<file path="src/rtl/fifo_burst_reader_pkg.sv">
// Shared definitions for the FIFO burst reader.
//   - Default data/length widths.
//   - Controller state encoding.
//   - Occupancy level at which the output buffer can take no more words.
package fifo_burst_reader_pkg;

  localparam int DATA_WTH_DEF = 8;
  localparam int LEN_WTH_DEF  = 8;

  typedef enum logic [1:0] {
    ST_IDLE  = 2'd0,
    ST_BURST = 2'd1,
    ST_FLUSH = 2'd2,
    ST_DONE  = 2'd3
  } state_e;

  localparam logic [1:0] OCC_FULL = 2'd2;

endpackage

</file>
<file path="src/rtl/stream_skid_buf.sv">
// Two-entry registered valid/ready buffer (main register + skid register).
// Ports:
//   clk_i, rst_n_i  : clock, asynchronous active-low reset
//   in_valid_i      : write strobe; the writer must keep it low when occ_o is full
//   in_data_i       : word to store
//   out_valid_o     : main register holds a word
//   out_data_o      : main register contents (held while not accepted)
//   out_ready_i     : consumer accepts the main word at the clock edge
//   occ_o           : registered occupancy 0..2
module stream_skid_buf
  import fifo_burst_reader_pkg::*;
#(
  parameter int WTH = DATA_WTH_DEF + 1
) (
  input  logic           clk_i,
  input  logic           rst_n_i,
  input  logic           in_valid_i,
  input  logic [WTH-1:0] in_data_i,
  output logic           out_valid_o,
  output logic [WTH-1:0] out_data_o,
  input  logic           out_ready_i,
  output logic [1:0]     occ_o
);

  logic [WTH-1:0] main_q, main_d;
  logic [WTH-1:0] skid_q, skid_d;
  logic [1:0]     occ_q, occ_d;
  logic           xfer;

  always_comb begin
    main_d = main_q;
    skid_d = skid_q;
    occ_d  = occ_q;
    xfer   = (occ_q != 2'd0) && out_ready_i;
    case (occ_q)
      2'd0: begin
        if (in_valid_i) begin
          main_d = in_data_i;
          occ_d  = 2'd1;
        end
      end
      2'd1: begin
        // Write and read in the same cycle: new word goes straight to main.
        if (in_valid_i && xfer) begin
          main_d = in_data_i;
        end else if (in_valid_i) begin
          skid_d = in_data_i;
          occ_d  = OCC_FULL;
        end else if (xfer) begin
          occ_d  = 2'd0;
        end
      end
      default: begin
        if (xfer) begin
          main_d = skid_q;
          occ_d  = 2'd1;
        end
      end
    endcase
  end

  always_ff @(posedge clk_i or negedge rst_n_i) begin
    if (!rst_n_i) begin
      main_q <= '0;
      skid_q <= '0;
      occ_q  <= 2'd0;
    end else begin
      main_q <= main_d;
      skid_q <= skid_d;
      occ_q  <= occ_d;
    end
  end

  assign out_valid_o = (occ_q != 2'd0);
  assign out_data_o  = main_q;
  assign occ_o       = occ_q;

endmodule

</file>
<file path="src/rtl/fifo_burst_reader.sv">
// Drain-side controller for a show-ahead FIFO. Each accepted command pops
// exactly cmd_len_i words and presents them on a registered valid/ready
// stream, flagging the final word with m_last_o and pulsing done_o once the
// burst has fully left the block.
// Ports:
//   clk_i, rst_n_i              : clock, asynchronous active-low reset
//   cmd_valid_i/cmd_len_i/cmd_ready_o : burst command handshake
//   fifo_rd_data_i/fifo_empty_i : FIFO head word and empty flag
//   fifo_rd_en_o                : pops the FIFO head at the clock edge
//   m_data_o/m_valid_o/m_last_o/m_ready_i : registered output stream
//   busy_o                      : controller not idle
//   done_o                      : one-cycle burst completion pulse
module fifo_burst_reader
  import fifo_burst_reader_pkg::*;
#(
  parameter int DATA_WTH = DATA_WTH_DEF,
  parameter int LEN_WTH  = LEN_WTH_DEF
) (
  input  logic                clk_i,
  input  logic                rst_n_i,
  input  logic                cmd_valid_i,
  input  logic [LEN_WTH-1:0]  cmd_len_i,
  output logic                cmd_ready_o,
  input  logic [DATA_WTH-1:0] fifo_rd_data_i,
  input  logic                fifo_empty_i,
  output logic                fifo_rd_en_o,
  output logic [DATA_WTH-1:0] m_data_o,
  output logic                m_valid_o,
  output logic                m_last_o,
  input  logic                m_ready_i,
  output logic                busy_o,
  output logic                done_o
);

  localparam logic [LEN_WTH-1:0] LEN_ONE = LEN_WTH'(1);

  state_e             state_q, state_d;
  logic [LEN_WTH-1:0] rem_q, rem_d;
  logic [1:0]         occ;
  logic               pop;
  logic               last_pop;
  logic [DATA_WTH:0]  buf_out;

  always_comb begin
    state_d = state_q;
    rem_d   = rem_q;
    // Pop depends only on registered occupancy, never on m_ready_i.
    pop      = (state_q == ST_BURST) && (rem_q != '0) && !fifo_empty_i && (occ < OCC_FULL);
    last_pop = pop && (rem_q == LEN_ONE);
    if (pop) begin
      rem_d = rem_q - LEN_ONE;
    end
    case (state_q)
      ST_IDLE: begin
        if (cmd_valid_i) begin
          rem_d   = cmd_len_i;
          state_d = (cmd_len_i != '0) ? ST_BURST : ST_DONE;
        end
      end
      ST_BURST: begin
        if (last_pop) begin
          state_d = ST_FLUSH;
        end
      end
      ST_FLUSH: begin
        // Leave on the handshake of the final beat so done_o follows it directly.
        if (m_valid_o && m_ready_i && m_last_o) begin
          state_d = ST_DONE;
        end
      end
      ST_DONE: begin
        state_d = ST_IDLE;
      end
      default: begin
        state_d = ST_IDLE;
      end
    endcase
  end

  always_ff @(posedge clk_i or negedge rst_n_i) begin
    if (!rst_n_i) begin
      state_q <= ST_IDLE;
      rem_q   <= '0;
    end else begin
      state_q <= state_d;
      rem_q   <= rem_d;
    end
  end

  stream_skid_buf #(
    .WTH (DATA_WTH + 1)
  ) u_skid (
    .clk_i       (clk_i),
    .rst_n_i     (rst_n_i),
    .in_valid_i  (pop),
    .in_data_i   ({last_pop, fifo_rd_data_i}),
    .out_valid_o (m_valid_o),
    .out_data_o  (buf_out),
    .out_ready_i (m_ready_i),
    .occ_o       (occ)
  );

  assign m_last_o     = buf_out[DATA_WTH];
  assign m_data_o     = buf_out[DATA_WTH-1:0];
  assign fifo_rd_en_o = pop;
  assign cmd_ready_o  = (state_q == ST_IDLE);
  assign busy_o       = (state_q != ST_IDLE);
  assign done_o       = (state_q == ST_DONE);

endmodule

</file>
<file path="config.mk">
export PLATFORM = sky130hd
export DESIGN_NAME = fifo_burst_reader
export DESIGN_NICKNAME = d
export VERILOG_FILES = /design/src/rtl/fifo_burst_reader_pkg.sv /design/src/rtl/stream_skid_buf.sv /design/src/rtl/fifo_burst_reader.sv
export SDC_FILE = /design/constraint.sdc
export NUM_CORES = 1
export LEC_CHECK = 0
export BUFFER_PORTS_ARGS = -buffer_cell sky130_fd_sc_hd__buf_2
export CAP_MARGIN = 30
export CELL_PAD_IN_SITES_DETAIL_PLACEMENT = 0
export CELL_PAD_IN_SITES_GLOBAL_PLACEMENT = 1
export CORE_UTILIZATION = 29
export CTS_CLUSTER_SIZE = 10
export DETAILED_ROUTE_END_ITERATION = 6
export PLACE_DENSITY_LB_ADDON = 0.3
export SYNTH_ARGS = -nofsm -noshare
export SYNTH_HDL_FRONTEND = slang
export SYNTH_SLANG_ARGS = --single-unit
export TNS_END_PERCENT = 5
</file>
<file path="constraint.sdc">
create_clock -name clk_i -period 4.83 [get_ports clk_i]
set_input_delay 0.966 -clock clk_i [delete_from_list [all_inputs] [get_ports clk_i]]
set_output_delay 0.966 -clock clk_i [all_outputs]
set_load 0.05 [all_outputs]
</file>
== Word level (Yosys, flattened, before mapping) ==
Cells that the tools add are included.
Word-level totals
  word-level logic and storage cells: 57
  register bits after elaboration: 30
  output and inout bits: 14
  input port bits: 21
Operators by class
  bitwise gates (word level): 1
  order comparisons: 1
  multiplexer cells: 18
  add/subtract/negate cells: 1
  reduce and logical (&&, ||, !) cells: 19
  equality and inequality tests: 12
Operator list (number)
  2-to-1 mux 9 bit: 3
  2-to-1 mux 8 bit: 3
  2-to-1 mux 2 bit: 9
  case mux 9 bit (2 select lines): 1
  nonzero test 8 bit: 2
  AND reduction 3 bit: 3
  equality test 8 x 1 -> 1 bit, second input constant: 1
  inequality test 2 bit, second input constant: 4
  case mux 2 bit (4 select lines): 1
  subtractor 8 x 1 -> 8 bit, second input constant: 1
  logical AND 1 bit: 7
  equality test 2 x 1 -> 1 bit, second input constant: 2
  equality test 2 bit, second input constant: 2
  zero test 2 bit: 2
  inequality test 2 x 1 -> 1 bit, second input constant: 2
  case mux 2 bit (2 select lines): 1
  AND reduction 4 bit: 1
  nonzero test 2 bit: 2
  inequality test 3 x 1 -> 1 bit, second input constant: 1
  nonzero test 3 bit: 1
  < comparator 2 bit, second input constant: 1
  zero test 1 bit: 1
  inverter 1 bit: 1

== Logic depth before layout (Yosys ltp) ==
Gate-level depths: netlist of the first run.
  word-level depth: 7
  mapped depth: 7
  depth with buffers taken out: 6

== Cells and area by module ==
From an unflattened synthesis of the first run, not the netlist that was laid out.
Second synthesis, totals
  cell total of the unflattened synthesis: 136
  area total of the unflattened synthesis: 1630.3 um2
By module, submodules not included
  stream_skid_buf: cells each 59, seq. area each 500.5 um2, times used 1, area an instance 903.4 um2
  fifo_burst_reader: cells each 77, seq. area each 250.2 um2, times used 1, area an instance 726.9 um2

== Least setup slack after synthesis of the first run ==
No wires, ideal clock.
  kind: input to output
  from: input port fifo_empty_i
  to: output port fifo_rd_en_o
  required time: 3.864 ns
  path slack: 2.143 ns
  arrival: 1.721 ns
  path buffers: 0
  stages: 2
  cells stage by stage: nor3b_2 -> a21boi_4
Between the ends
  word-level cells in the longest chain between the ends: 3
Ends and longest elaborated chain
  start, declared: RTL line fifo_burst_reader.sv:25  | input logic fifo_empty_i,
  zero test 1 bit: RTL line fifo_burst_reader.sv:48  | pop = (state_q == ST_BURST) && (rem_q != '0) && !fifo_empty_i && (occ < OCC_FULL);
  logical AND 1 bit (2 in a row): RTL line fifo_burst_reader.sv:48
  end, declared: RTL line fifo_burst_reader.sv:26  | output logic fifo_rd_en_o,
No other way between the ends.

== Worst setup path in the final report of the first run ==
Ends and elaborated chain as after synthesis.

==> reports/metrics.csv, run 1 <==
stage,metric,value,unit
synth,mapped cell area,1640,sq um
timing,final setup TNS,0,ps
placement,PortBufs,34,
route,DRC viols,2,
route,Avg WL per Cell,13.6,um
cts,clk root buf,clkbuf_8,
timing,Max Slew Vio Count,0,
floorplan,Core ar.,5470,sq um
floorplan,I/O pins,35,
cts,postcts setup bufs,0,
timing,skew final,7.15,ps
global_route,"Remaining Overflow, GRT",0,
cells_and_area,number of diodes,0,
worst_setup_path,reg2reg end,u_skid.skid_q[1],
synth,post-synth net total,165,
timing,worst-margin pin slew,695,ps
power_and_ir_drop,Cell Pwr Density,685,nW/um^2
cts,clk slew on worst S/H paths,70,ps
worst_setup_path,critical-path maximum fanout,8,
global_route,largest net degree at the start of global routing,31,
route,DRT antenna net count,0,
cts,CTS Hold Buffers Added,0,
cts,clock buffer depth,2,
floorplan,Rows,27,
floorplan,die area,5970,sq um
worst_setup_path,Worst EP required,3860,ps
route,vias,1198,
timing,Slew headroom,53.6,%
route,final WL,3.37,mm
cts,Clock Sinks,30,
cells_and_area,Total Nets Final,202,
min_path,worst hold path type,reg -> reg,
synth,Ys Warns,0,
worst_setup_path,critical path class,in -> out,
floorplan,Die Ht,77.2,um
floorplan,width of the die,77.2,um
cells_and_area,layout cells sized above 1,33.0,%
cts,CTS tree,yes,
placement,pre-CTS WS,1810,ps
route,initial drt markers,39,
power_and_ir_drop,Leak,0.906,nW
run,maxcap violations,0,
placement,global placer's final weighted congestion,0.766,
cells_and_area,fill cell count,574,
cts,Num CTS Buffers,5,
cells_and_area,area occupied by multi-input gates,838,sq um
timing,Finish-stage setup viols,0,
worst_setup_path,R2R depth,6,
worst_setup_path,Setup crit end,fifo_rd_en_o,
worst_setup_path,Crit. End Element,output pin,
synth,cells after synthesis,138,
timing,fin crit period,3020,ps
power_and_ir_drop,Max IR drop VDD,0.000281,V
worst_setup_path,RR Startpoint,state_q[1],
worst_setup_path,critical path startpoint category,input port,
global_route,initial antenna violation count,0,
outcome,status,"finished, violations left",
worst_setup_path,Crit. Startpoint,fifo_empty_i,
cells_and_area,register area,751,sq um
global_route,GR Util All Layers,12.9,%
route,DRT Pass-1 Iters,6,
timing,Hold Fails Final Rpt,0,
timing,RSZ-0062 raised after global routing,false,
cts,# H-tree levels,2,
timing,Fmax,332,MHz
timing,final worst slack,1810,ps
cts,post-CTS sizing,0,
global_route,first-pass GRT wire length,5.91,mm
placement,hpwl dp,2.58,mm
cells_and_area,Synth-to-Final Area Change,22.7,%
timing,fin crit share,62.4,%
synth,post-synthesis sequential area ratio,45.7,%
outcome,violated checks,design-rule violations,
synth,Netlist cell types,36,
worst_setup_path,Worst Path Arrival,2050,ps
synth,Yosys reg bits,30,
floorplan,Starting Density,30.0,%
synth,"Avg Cell Area, Syn",11.9,sq um
route,Via density,4.83,
worst_setup_path,reg2reg setup slack,2410,ps
global_route,number of global-route vias before repair,1247,
cts,Clock Latency Late Sink,280,ps
[kinds of logic (layout without fill, tap and decap cells)]
| logic type | after synthesis | after routing | synth area share (%) |
|---|---|---|---|
| simple gates | 39 | 39 | 14.6 |
| compound gates | 18 | 18 | 8.84 |
| buf+inv | 10 | 48 | 3.20 |
| flops | 30 | 30 | 45.7 |
| xor+xnor | 6 | 6 | 3.20 |
| fa+ha+maj | 6 | 6 | 4.57 |
| mux | 29 | 29 | 19.8 |
[worst max-delay path, cell delays in order]
cell,delay (ps)
buf_2,120
nor3b_2,260
a21boi_4,380
buf_2,330
[cell usage after synthesis, drive strengths merged]
master | n | share of area, %
a2111oi | 1 | 0.91
a211oi | 3 | 1.4
a21boi | 1 | 1.1
a21oi | 8 | 2.4
a221o | 1 | 0.61
a32o | 1 | 0.61
and3 | 2 | 0.76
buf | 3 | 1.6
clkbuf | 1 | 0.23
dfrtp | 30 | 46
ha | 6 | 4.6
inv | 6 | 1.4
mux2 | 28 | 19
mux2i | 1 | 0.61
nand2 | 5 | 1.1
nand3 | 4 | 1.2
nand4 | 1 | 0.76
nor2 | 11 | 2.5
nor3 | 3 | 0.91
nor3b | 3 | 1.7
nor4 | 3 | 2.1
nor4b | 1 | 0.53
o211ai | 1 | 0.46
o21ai | 2 | 1.3
or2 | 2 | 0.76
or3b | 1 | 0.53
or4 | 2 | 0.91
or4b | 1 | 0.84
xnor2 | 4 | 2.1
xor2 | 2 | 1.1
[cell type report]
| type | instances | area share, % |
|---|---|---|
| multi-input cells | 98 | 41.6 |
| flip-flops and latches | 30 | 37.3 |
| repair buffers | 34 | 8.45 |
| well taps | 72 | 4.47 |
| clock buffers | 6 | 4.10 |
| clock inverters | 2 | 2.98 |
| inverters | 6 | 1.12 |
[metrics by stage]
step | total power, W | hold slack, ps | std cells | util (%) | instance area, sq um
finish | 0.00138 | 485 | 248 | 36.8 | 2010
global route | 0.00147 | 499 | 248 | 36.8 | 2010
detailed placement | 0.00108 | 473 | 240 | 34.2 | 1870
floorplan | 0.000934 | 452 | 138 | - | 1640
CTS | 0.00140 | 489 | 248 | 36.8 | 2010
global placement | 0.00106 | 462 | 240 | 34.2 | 1870
[worst min path at each step]
stage	startpoint	endpoint	depth (start not counted)
CTS	u_skid.skid_q[3]	u_skid.skid_q[3]	1
global placement	u_skid.skid_q[7]	u_skid.skid_q[7]	1
detailed placement	u_skid.skid_q[2]	u_skid.skid_q[2]	1
global route	u_skid.skid_q[3]	u_skid.skid_q[3]	1
floorplan	u_skid.skid_q[2]	u_skid.skid_q[2]	1
finish	u_skid.skid_q[4]	u_skid.skid_q[4]	1
[per-layer routing]
layer | up-vias | GRT usage [%] | routed length [um]
met5 | - | 0 | 0
met4 | 0 | 5.09 | 48
met3 | 7 | 4.05 | 203
met2 | 30 | 21.4 | 1650
met1 | 588 | 15.4 | 1470
li1 | 573 | - | -
[where the power goes]
group          internal [W]  switching [W]  leakage, nW
clock network      0.000220      0.0000938       0.0714
registers          0.000367       0.000100        0.363
logic              0.000215       0.000385        0.471
[sequential cells by signal (all words and copies together), names as in the netlist]
| signal | count |
|---|---|
| rem_q | 8 |
| u_skid.occ_o | 2 |
| state_q | 2 |
| u_skid.out_data_o | 9 |
| u_skid.skid_q | 9 |
[cells in the final DEF (no fill, tap or decap), types with 2 or more instances in the layout]
master     instances
ha_1               6
nand2_1            5
inv_1              6
nor3b_1            2
buf_2             34
or4_1              2
nand3_1            4
xor2_1             2
nor4_1             2
bufinv_16          2
a21oi_1            8
mux2_1            21
dfrtp_1           30
and3_1             2
clkbuf_8           6
xnor2_1            4
a211oi_1           3
nor2_1            11
nor3_1             3
mux2_2             7
Power figures use the tool's default switching activity.
==> run 2, diff against run 1 <==
ABC_AREA = 1   (was not set)
clock period = 2.9 ns   (was 4.83 ns; I/O delays follow)
==> run 2 against run 1 <==
Against the previous run:
- the run now ends clean
- wire length rose by 17%
- largest power group unchanged
- die area rose by 9.2%
- flip-flop and latch count did not move
- sequential power rose by 64%
- critical path type is now reg -> out
- non-clock buffer count did not move
- clock-buffer cell count did not move
- register-to-register slack got worse by 1300 ps
- sequential share of layout area fell by 1.8 points
==> reports/metrics.csv, run 2 <==
stage,metric,value,unit
outcome,status,"finished, final reports clean",
route,vias,1553,
synth,mapped cell area,1800,sq um
cts,Num CTS Buffers,5,
worst_setup_path,reg2reg setup slack,1080,ps
floorplan,I/O pins,35,
global_route,initial antenna violation count,0,
floorplan,die area,6510,sq um
worst_setup_path,top cell family by delay on the critical path,simple AND/OR/NAND/NOR gates,
power_and_ir_drop,Leak,1.14,nW
synth,post-synthesis compound-gate area fraction,10.7,%
timing,fin crit period,2440,ps
cts,CTS tree,yes,
placement,hpwl dp,2.94,mm
cells_and_area,"most common cell after layout, fill and taps aside",nand2_1,
global_route,first-pass GRT wire length,6.75,mm
worst_setup_path,critical-path maximum fanout,10,
timing,Slew headroom,53.9,%
timing,Hold Fails Final Rpt,0,
floorplan,Die Ht,80.7,um
timing,fin crit share,84.0,%
synth,post-synthesis sequential area ratio,41.8,%
timing,worst-margin pin slew,691,ps
synth,most used flip-flop cell after synthesis,dfrtp_1,
timing,final worst slack,463,ps
power_and_ir_drop,Cell Pwr Density,1100,nW/um^2
floorplan,Rows,28,
placement,PortBufs,34,
timing,Max Slew Vio Count,0,
synth,most common cell in the netlist,nand2_1,
synth,Area contributors post-synth,"dfrtp_1 42%, nand2_1 16%, inv_1 7.9%",
cts,Clock Sinks,30,
cts,clk slew on worst S/H paths,70,ps
synth,Simple-Gate Fraction of Synth Area,31.3,%
synth,largest family of logic cells by synthesized area,simple AND/OR/NAND/NOR gates,
synth,XOR/XNOR share of the synthesized area,0.975,%
synth,Post-synth ARST share,100,%
cells_and_area,Synth-to-Final Area Change,17.7,%
cells_and_area,fill cell count,662,
route,DRT Pass-1 Iters,4,
timing,Fmax,410,MHz
cts,clk root buf,clkbuf_8,
power_and_ir_drop,cell-internal power,0.00116,W
worst_setup_path,Crit. Startpoint,rem_q[0],
cts,clock buffer depth,2,
worst_setup_path,Worst EP required,2320,ps
power_and_ir_drop,sequential fraction of design power,33.0,%
floorplan,width of the die,80.7,um
route,Avg WL per Cell,11.2,um
timing,final setup TNS,0,ps
worst_setup_path,reg2reg end,u_skid.out_data_o[1],
worst_setup_path,CP Cell Sequence,"inv_1, ha_1, nor3b_4, nand2_4, nand2_8, inv_4, buf_2",
power_and_ir_drop,Sw Pwr,0.00116,W
route,DRC viols,0,
floorplan,Core ar.,5960,sq um
synth,"Avg Cell Area, Syn",7.52,sq um
timing,skew final,3.88,ps
global_route,GR Util All Layers,13.9,%
route,Via density,4.42,
cells_and_area,number of diodes,0,
worst_setup_path,crit-path max cell delay,390,ps
min_path,worst hold path type,in -> async,
power_and_ir_drop,Max IR drop VDD,0.000416,V
worst_setup_path,Crit-path slowest cell,dfrtp_1,
cts,post-CTS sizing,0,
power_and_ir_drop,switching share of power,50.1,%
timing,Hold WS,337,ps
route,DRT antenna net count,0,
worst_setup_path,worst path bufs/invs,3,
route,initial drt markers,54,
synth,post-synth top area cell,dfrtp_1,
global_route,number of global-route vias before repair,1454,
synth,Yosys reg bits,30,
synth,post-synth net total,266,
worst_setup_path,Crit. End Element,output pin,
worst_setup_path,WP depth,7,
cells_and_area,"commonest non-fill, non-tap cells in the layout","75 x nand2_1, 38 x inv_1, 34 x buf_2",
cts,# H-tree levels,2,
timing,RSZ-0062 raised after global routing,false,
synth,mux contribution to synthesized area,0,%
global_route,"Remaining Overflow, GRT",0,
cells_and_area,layout cells sized above 1,19.6,%
run,maxcap violations,0,
worst_setup_path,R2R depth,7,
power_and_ir_drop,Logic pwr share,51.5,%
synth,cells after synthesis,239,
placement,pre-CTS WS,768,ps
worst_setup_path,Worst Path Arrival,1860,ps
worst_setup_path,critical path class,reg -> out,
floorplan,Starting Density,30.2,%
power_and_ir_drop,clock power share,15.5,%
cts,Clock Latency Late Sink,280,ps
cts,CTS Hold Buffers Added,0,
synth,Netlist cell types,24,
synth,Post-synth EDFFs,0,
synth,Yosys top cell area share,41.8,%
global_route,largest net degree at the start of global routing,31,
worst_setup_path,critical path startpoint category,flip-flop,
worst_setup_path,RR Startpoint,u_skid.occ_o[1],
cells_and_area,Total Nets Final,302,
worst_setup_path,Setup crit end,fifo_rd_en_o,
timing,Finish-stage setup viols,0,
route,final WL,3.93,mm
synth,Synth Area in Adders,4.18,%
cts,postcts setup bufs,0,
placement,global placer's final weighted congestion,0.808,
synth,Ys Warns,0,
synth,synth cell count leaders,"75 x nand2_1, 38 x inv_1, 30 x dfrtp_1",
[run 2: logic make-up (layout without fill, tap and decap cells)]
kind of cell	after synthesis	count (layout)
xor+xnor	2	2
flops	30	30
buf+inv	45	82
compound gates	35	35
simple gates	121	121
fa+ha+maj	6	6
[run 2: worst min-delay path by stage]
stage | cells past startpoint | slack, ps | endpoint | start
after detailed placement | 2 | 480 | u_skid.skid_q[3] | u_skid.skid_q[3]
after global routing | 1 | 410 | u_skid.occ_o[0] | rst_n_i
after floorplan | 0 | 280 | rem_q[0] | rst_n_i
final | 1 | 340 | rem_q[3] | rst_n_i
after global placement | 2 | 470 | u_skid.skid_q[8] | u_skid.skid_q[8]
after CTS | 1 | 380 | rem_q[2] | rst_n_i
[run 2: metrics by stage]
| step | power (W) | utilization, % | instance area [sq um] | cells |
|---|---|---|---|---|
| after floorplan | 0.00172 | - | 1800 | 239 |
| after global placement | 0.00197 | 33.9 | 2020 | 343 |
| after detailed placement | 0.00197 | 33.9 | 2020 | 343 |
| after CTS | 0.00235 | 35.5 | 2110 | 351 |
| after global routing | 0.00254 | 35.5 | 2110 | 351 |
| final | 0.00232 | 35.5 | 2110 | 351 |
[run 2: metal layers]
metal	GRT usage, %	wire length (um)
met1	18.2	1970
met2	22.0	1770
met3	3.41	133
met4	4.82	56
met5	0	0
[run 2: power groups by stage]
stage	registers, W	clock network (W)	logic, W
floorplan	0.000918	0	0.000801
global placement	0.000772	0	0.00120
detailed placement	0.000773	0	0.00120
CTS	0.000767	0.000375	0.00120
global route	0.000795	0.000391	0.00135
finish	0.000766	0.000361	0.00120
[run 2: cell type report]
cell class | count | area [sq um] | share of cell area, %
multi-input cells | 164 | 847 | 40.1
inverters | 40 | 158 | 7.46
clock buffers | 6 | 82.6 | 3.91
well taps | 75 | 93.8 | 4.44
clock inverters | 2 | 12.5 | 0.592
flip-flops and latches | 30 | 751 | 35.5
repair buffers | 34 | 170 | 8.05
